`config.mk`:
```
export PLATFORM = sky130hd
export DESIGN_NAME = pc_sequencer
export DESIGN_NICKNAME = d
export VERILOG_FILES = /design/src/rtl/pc_sequencer.sv
export SDC_FILE = /design/constraint.sdc
export NUM_CORES = 1
export LEC_CHECK = 0
export ABC_AREA = 1
export BUFFER_PORTS_ARGS = -buffer_cell sky130_fd_sc_hd__buf_2
export CAP_MARGIN = 15
export CORE_MARGIN = 8
export CORE_UTILIZATION = 42
export CTS_CLUSTER_SIZE = 12
export DETAILED_ROUTE_END_ITERATION = 12
export PLACE_DENSITY = 0.82
export SETUP_SLACK_MARGIN = 0.1
export SYNTH_ARGS = -nofsm -noshare
export SYNTH_HDL_FRONTEND = slang
export SYNTH_SLANG_ARGS = --single-unit
```
`constraint.sdc`:
```
create_clock -name clk -period 1.6 [get_ports clk]
set_clock_uncertainty 0.2 [all_clocks]
set_input_delay 0 -clock clk [delete_from_list [all_inputs] [get_ports clk]]
set_output_delay 0 -clock clk [all_outputs]
set_load 0.005 [all_outputs]
```
`src/rtl/pc_sequencer.sv`:
```
// Program-counter sequencer: issues instruction fetches, applies branch/jump
// redirects, honours downstream stall and discards responses from stale fetches.
module pc_sequencer #(
  parameter logic [31:0] RESET_PC = 32'h0000_0000
) (
  input  logic        clk,
  input  logic        rst_n,
  output logic        imem_req,
  output logic [31:0] imem_addr,
  input  logic        imem_ready,
  output logic        instr_valid,
  output logic [31:0] pc,
  output logic [31:0] pc_add_4,
  input  logic        br_valid,
  input  logic        branch,
  input  logic        bne,
  input  logic        eqRes,
  input  logic [31:0] branch_pc,
  input  logic        jump,
  input  logic [31:0] jump_addr,
  input  logic        stall,
  output logic        flush
);

  typedef enum logic [1:0] {
    IDLE  = 2'd0,
    FETCH = 2'd1,
    STALL = 2'd2,
    DRAIN = 2'd3
  } state_e;

  state_e      state_q, state_d;
  logic [31:0] pc_q, pc_d;
  logic        flush_q, flush_d;

  logic        taken;
  logic        redirect;
  logic [31:0] target;

  assign taken    = (bne & ~eqRes) | (branch & ~bne & eqRes);
  assign redirect = br_valid & (jump | taken);
  assign target   = jump ? {jump_addr[31:2], 2'b00} : {branch_pc[31:2], 2'b00};

  assign pc        = pc_q;
  assign imem_addr = pc_q;
  assign pc_add_4  = pc_q + 32'd4;
  assign flush     = flush_q;

  always_comb begin
    state_d     = state_q;
    pc_d        = pc_q;
    flush_d     = 1'b0;
    imem_req    = 1'b0;
    instr_valid = 1'b0;

    unique case (state_q)
      IDLE: begin
        state_d = FETCH;
      end

      FETCH: begin
        imem_req = 1'b1;
        if (redirect) begin
          pc_d    = target;
          flush_d = 1'b1;
          // A redirect with the request still pending must wait out its response.
          state_d = imem_ready ? FETCH : DRAIN;
        end else if (imem_ready) begin
          instr_valid = 1'b1;
          pc_d        = pc_add_4;
          state_d     = stall ? STALL : FETCH;
        end
      end

      DRAIN: begin
        imem_req = 1'b1;
        if (redirect) begin
          pc_d    = target;
          flush_d = 1'b1;
        end
        if (imem_ready) begin
          state_d = FETCH;
        end
      end

      STALL: begin
        if (redirect) begin
          pc_d    = target;
          flush_d = 1'b1;
        end
        if (!stall) begin
          state_d = FETCH;
        end
      end

      default: begin
        state_d = IDLE;
      end
    endcase
  end

  always_ff @(posedge clk or negedge rst_n) begin
    if (!rst_n) begin
      state_q <= IDLE;
      pc_q    <= RESET_PC;
      flush_q <= 1'b0;
    end else begin
      state_q <= state_d;
      pc_q    <= pc_d;
      flush_q <= flush_d;
    end
  end

endmodule

```
== Word level (Yosys, flattened, before mapping) ==
Cells that the tools add are included.

* Add/subtract/negate cells: 1
* Equal/unequal tests: 7
* Multiplexer cells: 18
* Bitwise logic cells: 8
* Reduce and logical (&&, ||, !) cells: 7

{| class="wikitable"
|+ Operators by type and width
! kind !! number
|-
| $mux 32 || 4
|-
| $pmux 32 s2 || 1
|-
| $add 32x3->32 const B || 1
|-
| $mux 2 || 6
|-
| $pmux 2 s4 || 1
|-
| $mux 1 || 6
|-
| $reduce_and 3->1 || 2
|-
| $and 1x1->1 || 4
|-
| $eq 2x2->1 const B || 2
|-
| $ne 2x2->1 const B || 2
|-
| $reduce_or 2->1 || 2
|-
| $ne 3x3->1 const B || 1
|-
| $reduce_or 3->1 || 1
|-
| $eq 2x1->1 const B || 1
|-
| $logic_not 2->1 || 1
|-
| $ne 2x1->1 const B || 1
|-
| $not 1->1 || 2
|-
| $or 1x1->1 || 2
|-
| $reduce_bool 2->1 || 1
|}

* Flip-flop bits (word level): 35
* Bits of input ports: 73
* Output and inout port bits: 99

== Longest topological paths before layout ==
Gate-level depths: netlist of the first run.

* Depth after elaboration: 8
* Gate-level depth with buffers: 11
* Gate-level depth less buffers: 10

== Worst setup path before layout of the first run ==
OpenSTA, ideal clock, no wires.

* Kind: reg2reg
* Start: register pc_q[2], in the netlist imem_addr[2]
* End: register pc_q[22], in the netlist imem_addr[22]
* Setup time: 0.116 ns
* Data arrival time: 1.354 ns
* Data required time: 1.284 ns
* Setup slack: -0.071 ns
* Stages on the path, launching flop included: 11
* Cells stage by stage: dfrtp_1 > ha_1 > nand2_1 > nor2_2 > nand2_2 > nor2_4 > nand2_1 > nand2_1 > nand3_1 > nand2_1 > nand2_1

* Longest elaborated chain between the ends: 4

{| class="wikitable"
|+ Ends and longest elaborated chain
! item !! line !! RTL
|-
| from (decl) || 33 || <nowiki>logic [31:0] pc_q, pc_d;</nowiki>
|-
| from (signal assigned) || 109 || <nowiki>pc_q <= pc_d;</nowiki>
|-
| $add 32x3->32 || 46 || <nowiki>assign pc_add_4 = pc_q + 32'd4;</nowiki>
|-
| $mux 32 || 68 || <nowiki>end else if (imem_ready) begin</nowiki>
|-
| $mux 32 || 63 || <nowiki>if (redirect) begin</nowiki>
|-
| $pmux 32 s2 || 56 || <nowiki>unique case (state_q)</nowiki>
|}

Every way passes these cells. The select of a mux whose other input is x is not followed.
A chain may end at the register's enable or synchronous reset.

== Final worst setup path of the first run ==
* Start: register pc_q[2], in the netlist imem_addr[2]
* End: output port pc_add_4[19]

* Longest elaborated chain between the ends: 1

{| class="wikitable"
|+ Ends and longest elaborated chain
! item !! line !! RTL
|-
| $add 32x3->32 || 46 ||
|-
| to (decl) || 13 || <nowiki>output logic [31:0] pc_add_4,</nowiki>
|}

Every way passes these cells.

==> metrics.yaml, run 1 <==
grt_max_degree: 31
ir_drop_mv: 0.896
wire_per_inst_um: 16.6
crit_required_ps: 1400
slew_viol_final: 0
p_leak_nw: 3.15
cts_made_buffers: 5
grt_first_pass_wirelength_um: 22700
crit_arrival_ps: 1820
max_slew_margin: 0.631
synth_top_family_by_area: "simple AND/OR/NAND/NOR gates"
rows: 32
final_common_cell: "nand2_1"
worstPathCellList: "buf_6 -> inv_2 -> nor2_4 -> nand3b_1 -> nor2_1 -> nand2_1 -> nand2_1 -> buf_2"
multi_input_area_um2: 2160
fin_cells: 914
tightestPinTransition_ps: 553
rsz0062_at_grt: "yes"
synth_compound_area_frac: 0.0426
yosysWarnings: 0
gp_congestion: 0.901
gr-total-overflow: 0
htree_levels: 2
hold_class: "in2async"
fmax_mhz: 496
crit_start: "imem_addr[2]"
syn_area_um2: 3350
ant_nets: 0
hold_ws_ps: 14.1
diodes: 0
setup_viol_count_final: 52
drv_cap: 0
synth_seq_area_share: 0.247
switching_share: 0.480
p_int_mw: 4.61
dpl.hpwl_um: 9700
dp.cells: 820
rr_endpoint: "imem_addr[20]"
grt_pass1_vias: 4714
antenna_found_initial: 0
wl_um: 15100
r2r_setup_slack_ps: -260
synthAdderAreaFrac: 0.00374
path_buf_inv: 3
synth_edf_count: 0
muxShareOfSynthArea: 0.0658
via_count: 4626
final_nets: 885
rr_startpoint: "imem_addr[7]"
fillCellCount: 579
cts_buffer_depth: 2
clkLatencyLatePin_ps: 310
dieArea_um2: 11100
synthSimpleGateAreaFrac: 0.445
viasPerCell: 5.06
final_core_util: 0.724
critPathKind: "reg2out"
layout_common_cells: "214 x nand2_1, 160 x buf_2, 75 x buf_4"
cts_tree: "done"
rr_worst_depth: 9
min_period_over_period: 1.26
crit_top_cell: "nand2_1"
crit_family: "simple AND/OR/NAND/NOR gates"
avgSynthCellArea_um2: 6.16
die_w_um: 105
hold_viol_final: 0
drc: 0
worstPathMaxFanout: 4
fin_setup_tns_ps: -11380
drive_gt1_frac: 0.404
cpMaxStageDelayCell: "dfrtp_1"
worstSetupEndpointType: "primary output"
p_seq_frac: 0.199
period_needed_ps: 2020
seq_area_um2: 830
syn2layout_area_growth_pct: 67.3
drt-initial-drc-count: 308
cts_root_buf: "clkbuf_8"
cp-start-kind: "flop"
layout_setup_ws_ps: -418
ys_async_sr_fraction: 1.00
synth_flop_cell: "dfrtp_1"
failed_checks: "setup timing"
coreArea_um2: 7730
p_per_area_nw_per_um2: 1590
clock-sinks: 33
ys_ff_latch: 33
critical-path-max-stage-delay_ps: 420
power.switching_mw: 4.26
p_clk_frac: 0.080
power_frac_comb: 0.721
drtPass1Iterations: 5
die_h_um: 105
outcome: "complete, but fails checks"
num_io_pins: 172
dpl_worst_slack_ps: -163
grt_usage: 0.246
syn_inst: 543
io_buffers: 161
ys_types: 32
start_util: 0.433
clkSlewWorstSetupHoldPaths_ps: 90
synth_xor_area_frac: 0.0131
-- layer usage --
| layer | share of wire | global-route usage | vias up |
|---|---|---|---|
| li1 | - | - | 2174 |
| met1 | 0.37 | 0.257 | 2133 |
| met2 | 0.51 | 0.451 | 254 |
| met3 | 0.087 | 0.0743 | 65 |
| met4 | 0.042 | 0.0989 | 0 |
| met5 | 0 | 0 | - |
-- cells by family (layout without fill, tap and decap cells) --
logic type,Yosys count,in the layout
flops,33,33
compound gates,21,21
buf+inv,111,375
mux,22,22
xor+xnor,5,5
fa+ha+maj,1,1
simple gates,349,349
other cells,1,6
-- layout make-up --
class	instances	share of cell area
Multi-Input combinational cell	404	0.386
Timing Repair Buffer	308	0.384
Sequential cell	33	0.148
Inverter	59	0.0429
Tap cell	102	0.0228
Clock buffer	8	0.0161
-- stage by stage --
step | total power, mW | cell area [µm²]
after floorplan | 4.65 | 3370
after global placement | 6.86 | 4420
after detailed placement | 6.99 | 4420
after CTS | 8.13 | 5330
after global routing | 9.53 | 5600
final | 8.88 | 5600
-- power groups by stage --
stage,combinational (mW),sequential (mW),clock (mW)
after floorplan,2.81,1.85,0
after global placement,5.20,1.66,0
after detailed placement,5.32,1.68,0
after CTS,5.75,1.67,0.707
after global routing,6.98,1.81,0.741
final,6.40,1.76,0.714
-- synth_stat cells (2+ instances only) --
cell      instances  area, µm²
nand2_1         238        893
inv_1            57        214
nand3_1          50        250
buf_4            40        300
nor2_1           34        128
dfrtp_1          33        826
mux2i_1          22        220
buf_2             6       30.0
nor2_2            6       37.5
o211ai_1          6       45.0
o21ai_0           6       30.0
nor2_4            5       56.3
buf_6             4       45.0
nand2_2           4       25.0
nand3b_1          4       30.0
o21bai_1          4       30.0
xor2_1            4       35.0
nand4_1           3       18.8
and2_1            2       12.5
clkbuf_1          2       7.51
o21ai_1           2       10.0
-- how the worst max path moves through the flow --
stage                               end  slack, ps  cells past startpoint
after floorplan           imem_addr[22]        -60                     10
after global placement    imem_addr[22]        -90                     10
after detailed placement  imem_addr[28]       -160                     10
after CTS                  pc_add_4[20]       -320                      8
after global routing       pc_add_4[14]       -510                      8
final                      pc_add_4[19]       -420                      8
-- timing repair --
| item | 4_1_cts | 5_1_grt |
|---|---|---|
| pin swaps | 22 | 28 |
| resized for setup | 31 | 50 |
| setup buffers | 14 | 12 |
| hold buffers | 62 | 0 |
| endpoints found under the setup margin | 58 | 59 |
| endpoints found under the hold margin | 65 | 0 |
-- sequential cells by signal (all words and copies together) (netlist names) --
name and cells:
state_q 2, imem_addr 30, flush 1
No activity file was read; power rests on OpenSTA's default activity.
==> run 2: changes to the inputs <==
==> constraint.sdc (replaced) <==
create_clock -name clk -period 1.6 [get_ports clk]
set_clock_uncertainty 0.2 [all_clocks]
set_input_delay 0 -clock clk [delete_from_list [all_inputs] [get_ports clk]]
set_output_delay 0 -clock clk [all_outputs]
set_load 0.05 [all_outputs]
==> run 2 against run 1 <==
Against the previous run:
- worst hold slack better by 14 ps
- clock power is 1% lower
- critical endpoint unchanged
- critical path depth is 1 lower
- maximum frequency is 7.3% lower
- die area stayed put
- setup slack worse by 160 ps
- the run still ends with setup timing left
- largest cell class unchanged
- global-route usage is 3.6 points higher
==> metrics.yaml, run 2 (synthesis results as in run 1) <==
drv_cap: 0  # unchanged
drive_gt1_frac: 0.524  # was 0.404
hold_viol_final: 0  # unchanged
final_nets: 896  # was 885
crit_required_ps: 1400  # about the same
grt_first_pass_wirelength_um: 25700  # was 22700 µm
cts_buffer_depth: 2  # unchanged
wire_per_inst_um: 20.4  # was 16.6 µm
via_count: 5151  # was 4626
cp-start-kind: "flop"  # unchanged
final_core_util: 0.838  # was 0.724
grtUsageMet3: 0.0840  # was 0.0743
ir_drop_mv: 2.57  # was 0.896 mV
period_needed_ps: 2180  # was 2020 ps
drt-initial-drc-count: 452  # was 308
drc: 0  # unchanged
syn2layout_area_growth_pct: 93.5  # was 67.3%
final_common_cell: "nand2_1"  # unchanged
max_slew_margin: 0.580  # was 0.631
layout_setup_ws_ps: -577  # was -418 ps
ant_nets: 0  # unchanged
hold_ws_ps: 28.5  # was 14.1 ps
die_w_um: 105  # unchanged
clkSlewWorstSetupHoldPaths_ps: 80  # was 90 ps
fillCellCount: 383  # was 579
dieArea_um2: 11100  # unchanged
clock-sinks: 33  # unchanged
worstSetupEndpointType: "primary output"  # unchanged
layout_common_cells: "171 x nand2_1, 130 x buf_2, 71 x buf_4"  # was 214 x nand2_1, 160 x buf_2, 75 x buf_4
fmax_mhz: 459  # was 496 MHz
htree_levels: 2  # unchanged
outcome: "complete, but fails checks"  # unchanged
setup_viol_count_final: 55  # was 52
hold_class: "in2reg"  # was in2async
die_h_um: 105  # unchanged
wl_um: 18900  # was 15100 µm
cts_made_buffers: 5  # unchanged
num_io_pins: 172  # unchanged
coreArea_um2: 7730  # unchanged
grt_pass1_vias: 5074  # was 4714
grt_usage: 0.283  # was 0.246
p_per_area_nw_per_um2: 2390  # was 1590 nW/µm²
p_leak_nw: 3.32  # was 3.15 nW
gr-total-overflow: 0  # unchanged
gp_congestion: 0.870  # was 0.901
cts_tree: "done"  # unchanged
power_mw: 15.4  # was 8.88 mW
dpl.hpwl_um: 9900  # was 9700 µm
worstPathMaxFanout: 3  # was 4
critPathKind: "reg2out"  # unchanged
min_period_over_period: 1.36  # was 1.26
met1_usage: 0.288  # was 0.257
tightestPinTransition_ps: 630  # was 553 ps
fin_setup_tns_ps: -19180  # was -11380 ps
viasPerCell: 5.56  # was 5.06
io_buffers: 161  # unchanged
cts_root_buf: "clkbuf_8"  # unchanged
slew_viol_final: 0  # unchanged
clkLatencyLatePin_ps: 300  # was 310 ps
largest_register_ffs: 30  # unchanged
grt_max_degree: 36  # was 31
crit_arrival_ps: 1980  # was 1820 ps
start_util: 0.433  # unchanged
dp.cells: 826  # was 820
fin_cells: 926  # was 914
failed_checks: "setup timing"  # unchanged
antenna_found_initial: 1  # was 0
grt.busiest_layer: "met2"  # unchanged
drtPass1Iterations: 5  # unchanged
grt_util_met2: 0.511  # was 0.451
rows: 32  # unchanged
rsz0062_at_grt: "yes"  # unchanged
[run 2: cell types whose count changed in the layout (fill, tap and decap cells not counted), sizes merged]
cell,change
diode,+1
inv,-5
clkinv,+1
clkbuf,+1
buf,+8
clkinvlp,+6
[run 2: layout make-up]
class                   count  area (µm²)  area share
flip-flops and latches     33         856       0.132
well taps                 102         128      0.0197
multi-input cells         404        2570       0.397
inverters                  59         259      0.0400
repair inverters            2        20.0     0.00309
repair buffers            317        2550       0.394
clock buffers               8        90.1      0.0139
diodes                      1        2.50    0.000387
[run 2: critical path, cell delays in order, from the launching register on]
cell	delay (ps)
dfrtp_2	450
nand2_1	200
nor2_4	230
nand3b_1	200
nor2_1	180
nand2_1	150
nand2_4	120
buf_12	140
[run 2: path summary, 6_finish.rpt]
kind	cells after the start	slack [ps]	end	from
setup / recovery	7	-580	pc_add_4[19]	imem_addr[6]
hold / removal	5	30	flush	bne
setup reg to reg	9	-410	imem_addr[25]	imem_addr[6]
hold reg to reg	2	410	imem_addr[31]	imem_addr[31]
max in group asynchronous	3	490	imem_addr[4]	rst_n
min in group asynchronous	2	80	imem_addr[29]	rst_n
[run 2: through the flow]
stage               area (µm²)  setup WS [ps]
global placement          4820           -141
CTS                       6040           -409
detailed placement        4820           -182
finish                    6470           -577
floorplan                 3710           -339
global route              6470           -614
[run 2: per-layer routing]
layer	wire length (µm)	share of wire
met1	6200	0.33
met2	9270	0.49
met3	2070	0.11
met4	1320	0.070
met5	0	0
[run 2: power breakdown]
part	total [mW]	switching [mW]	internal, mW
clock network	0.705	0.353	0.352
logic	12.9	8.59	4.29
registers	1.87	0.553	1.31
[run 2: what timing repair did]
item | 4_1_cts | 5_1_grt
cloned | 0 | 3
gates resized for setup | 112 | 88
pin swaps | 26 | 43
setup buffers | 17 | 12
hold buffers | 62 | 0
endpoints found under the setup margin | 61 | 60
hold endpoints to repair | 65 | 0
==> run 3: changes to the inputs <==
--- a/config.mk
+++ b/config.mk
@@ -9,10 +9,11 @@
 export BUFFER_PORTS_ARGS = -buffer_cell sky130_fd_sc_hd__buf_2
 export CAP_MARGIN = 15
 export CORE_MARGIN = 8
-export CORE_UTILIZATION = 42
+export CORE_UTILIZATION = 43
+export CTS_BUF_LIST = sky130_fd_sc_hd__clkbuf_8
 export CTS_CLUSTER_SIZE = 12
 export DETAILED_ROUTE_END_ITERATION = 12
-export PLACE_DENSITY = 0.82
+export PLACE_DENSITY = 0.83
 export SETUP_SLACK_MARGIN = 0.1
 export SYNTH_ARGS = -nofsm -noshare
 export SYNTH_HDL_FRONTEND = slang
==> run 3 against run 2 <==
Against the previous run:
- register-to-register slack better by 40 ps
- clock power grew 5.2%
- critical path depth grew 2
- sequential power is 4% lower
- wire length decreased by 21%
- non-clock buffer count shrank 8
- critical path type unchanged
- the run ends with hold timing, setup timing left
- setup slack better by 150 ps
- worst hold slack worse by 37 ps
- first-iteration DRC count down 57%
- combinational power shrank 9%
- cell count fell by 1.2%
- power fell by 7.5%
- highest routed layer unchanged
- largest power group unchanged
==> metrics.yaml, run 3 (synthesis results as in run 1) <==
outcome: "complete, but fails checks"  # unchanged
failed_checks: "hold timing, setup timing"  # was setup timing
hold_ws_ps: -8.75  # was 28.5 ps
hold_class: "in2reg"  # unchanged
wire_per_inst_um: 16.3  # was 20.4 µm
clkSlewWorstSetupHoldPaths_ps: 80  # about the same
fin_cells: 915  # was 926
io_buffers: 161  # unchanged
grt_pass1_vias: 4894  # was 5074
gr-total-overflow: 0  # unchanged
final_nets: 886  # was 896
drc: 0  # unchanged
fillCellCount: 500  # was 383
p_leak_nw: 3.23  # was 3.32 nW
viasPerCell: 4.95  # was 5.56
die_w_um: 104  # was 105 µm
drtPass1Iterations: 4  # was 5
drt-initial-drc-count: 194  # was 452
num_io_pins: 172  # unchanged
drive_gt1_frac: 0.480  # was 0.524
crit_start: "imem_addr[3]"  # was imem_addr[6]
rows: 32  # unchanged
ir_drop_mv: 1.64  # was 2.57 mV
min_period_over_period: 1.27  # was 1.36
fin_setup_tns_ps: -13980  # was -19180 ps
grt_max_degree: 31  # was 36
crit_required_ps: 1400  # about the same
cts_buffer_depth: 2  # unchanged
fmax_mhz: 493  # was 459 MHz
critPathCapture: "pc_add_4[21]"  # was pc_add_4[19]
start_util: 0.438  # was 0.433
hold_viol_final: 1  # was 0
layout_setup_ws_ps: -428  # was -577 ps
ant_nets: 0  # unchanged
via_count: 4531  # was 5151
setup_viol_count_final: 55  # unchanged
grt_usage: 0.264  # was 0.283
crit_arrival_ps: 1830  # was 1980 ps
layout_common_cells: "189 x nand2_1, 130 x buf_2, 70 x buf_4"  # was 171 x nand2_1, 130 x buf_2, 71 x buf_4
worstSetupEndpointType: "primary output"  # unchanged
dp.cells: 822  # was 826
critPathKind: "reg2out"  # unchanged
cts_root_buf: "clkbuf_8"  # unchanged
clock-sinks: 33  # unchanged
p_per_area_nw_per_um2: 2320  # was 2390 nW/µm²
dpl.hpwl_um: 9640  # was 9900 µm
cts_tree: "done"  # unchanged
coreArea_um2: 7650  # was 7730 µm²
period_needed_ps: 2030  # was 2180 ps
dpl_worst_slack_ps: -179  # was -182 ps
die_h_um: 104  # was 105 µm
cts_made_buffers: 5  # unchanged
cp-start-kind: "flop"  # unchanged
worstPathMaxFanout: 6  # was 3
dieArea_um2: 10900  # was 11100 µm²
syn2layout_area_growth_pct: 84.3  # was 93.5%
rr_startpoint: "imem_addr[2]"  # was imem_addr[6]
rsz0062_at_grt: "yes"  # unchanged
htree_levels: 2  # unchanged
rr_endpoint: "imem_addr[26]"  # was imem_addr[25]
drv_cap: 0  # unchanged
r2r_setup_slack_ps: -370  # was -410 ps
grt_first_pass_wirelength_um: 23700  # was 25700 µm
slew_viol_final: 0  # unchanged
final_common_cell: "nand2_1"  # unchanged
rr_worst_depth: 12  # was 9
clkLatencyLatePin_ps: 290  # was 300 ps
wl_um: 14900  # was 18900 µm
gp_congestion: 0.854  # was 0.870
largest_register_ffs: 30  # unchanged
power_mw: 14.3  # was 15.4 mW
final_cell_area_um2: 6170  # was 6470 µm²
diodes: 0  # was 1
antenna_found_initial: 0  # was 1
dpl_cell_area_um2: 4770  # was 4820 µm²
==> run 3: worst max-delay path, stage by stage, from the launching register on <==
cell	delay, ps
dfrtp_2	400
buf_6	130
nand2_1	80
nor2_4	210
nand2_4	120
nor2_4	210
nand2_2	80
nand2_2	90
nand2_2	60
buf_8	150
==> run 3: timing repair <==
action / CTS / global route
pin swaps: 37 / 22
hold buffers: 62 / 0
hold endpoints to repair: 65 / 0
resized for setup: 105 / 44
setup endpoints to repair: 61 / 59
setup buffers: 19 / 7
==> run 3: report_power, final <==
| group | switching [mW] | total, mW | internal (mW) |
|---|---|---|---|
| combinational | 7.87 | 11.8 | 3.89 |
| sequential | 0.477 | 1.79 | 1.31 |
| clock | 0.352 | 0.742 | 0.390 |
| total | 8.70 | 14.3 | 5.60 |
==> run 3: final cells by class <==
cell class / count / area [µm²] / share of cell area
Timing Repair Buffer: 309 / 2430 / 0.394
Multi-Input combinational cell: 404 / 2400 / 0.389
Sequential cell: 33 / 856 / 0.139
Inverter: 59 / 254 / 0.0412
Tap cell: 102 / 128 / 0.0207
Clock buffer: 7 / 96.3 / 0.0156
Clock inverter: 1 / 5.00 / 0.000812
==> run 3: through the flow <==
stage / utilization / hold slack [ps]
after floorplan: - / -496
after global routing: 0.806 / 32.0
after global placement: 0.624 / -239
after CTS: 0.781 / -25.4
after detailed placement: 0.624 / -222
final: 0.806 / -8.75
==> run 3: how the worst min path moves through the flow <==
stage / from / endpoint / slack, ps / depth (start not counted)
2_1_floorplan: rst_n / flush / -500 / 0
3_3_place_gp: rst_n / imem_addr[16] / -240 / 2
3_5_place_dp: rst_n / imem_addr[16] / -220 / 2
4_1_cts: bne / flush / -30 / 5
5_1_grt: rst_n / imem_addr[16] / 30 / 3
6_report: bne / flush / -9 / 5
==> run 3: metal layers <==
| layer | vias up | GRT usage | wire [µm] |
|---|---|---|---|
| met5 | - | 0 | 0 |
| met4 | 0 | 0.111 | 447 |
| met3 | 37 | 0.0688 | 1080 |
| met2 | 214 | 0.489 | 7910 |
| met1 | 2101 | 0.275 | 5480 |
| li1 | 2179 | - | - |
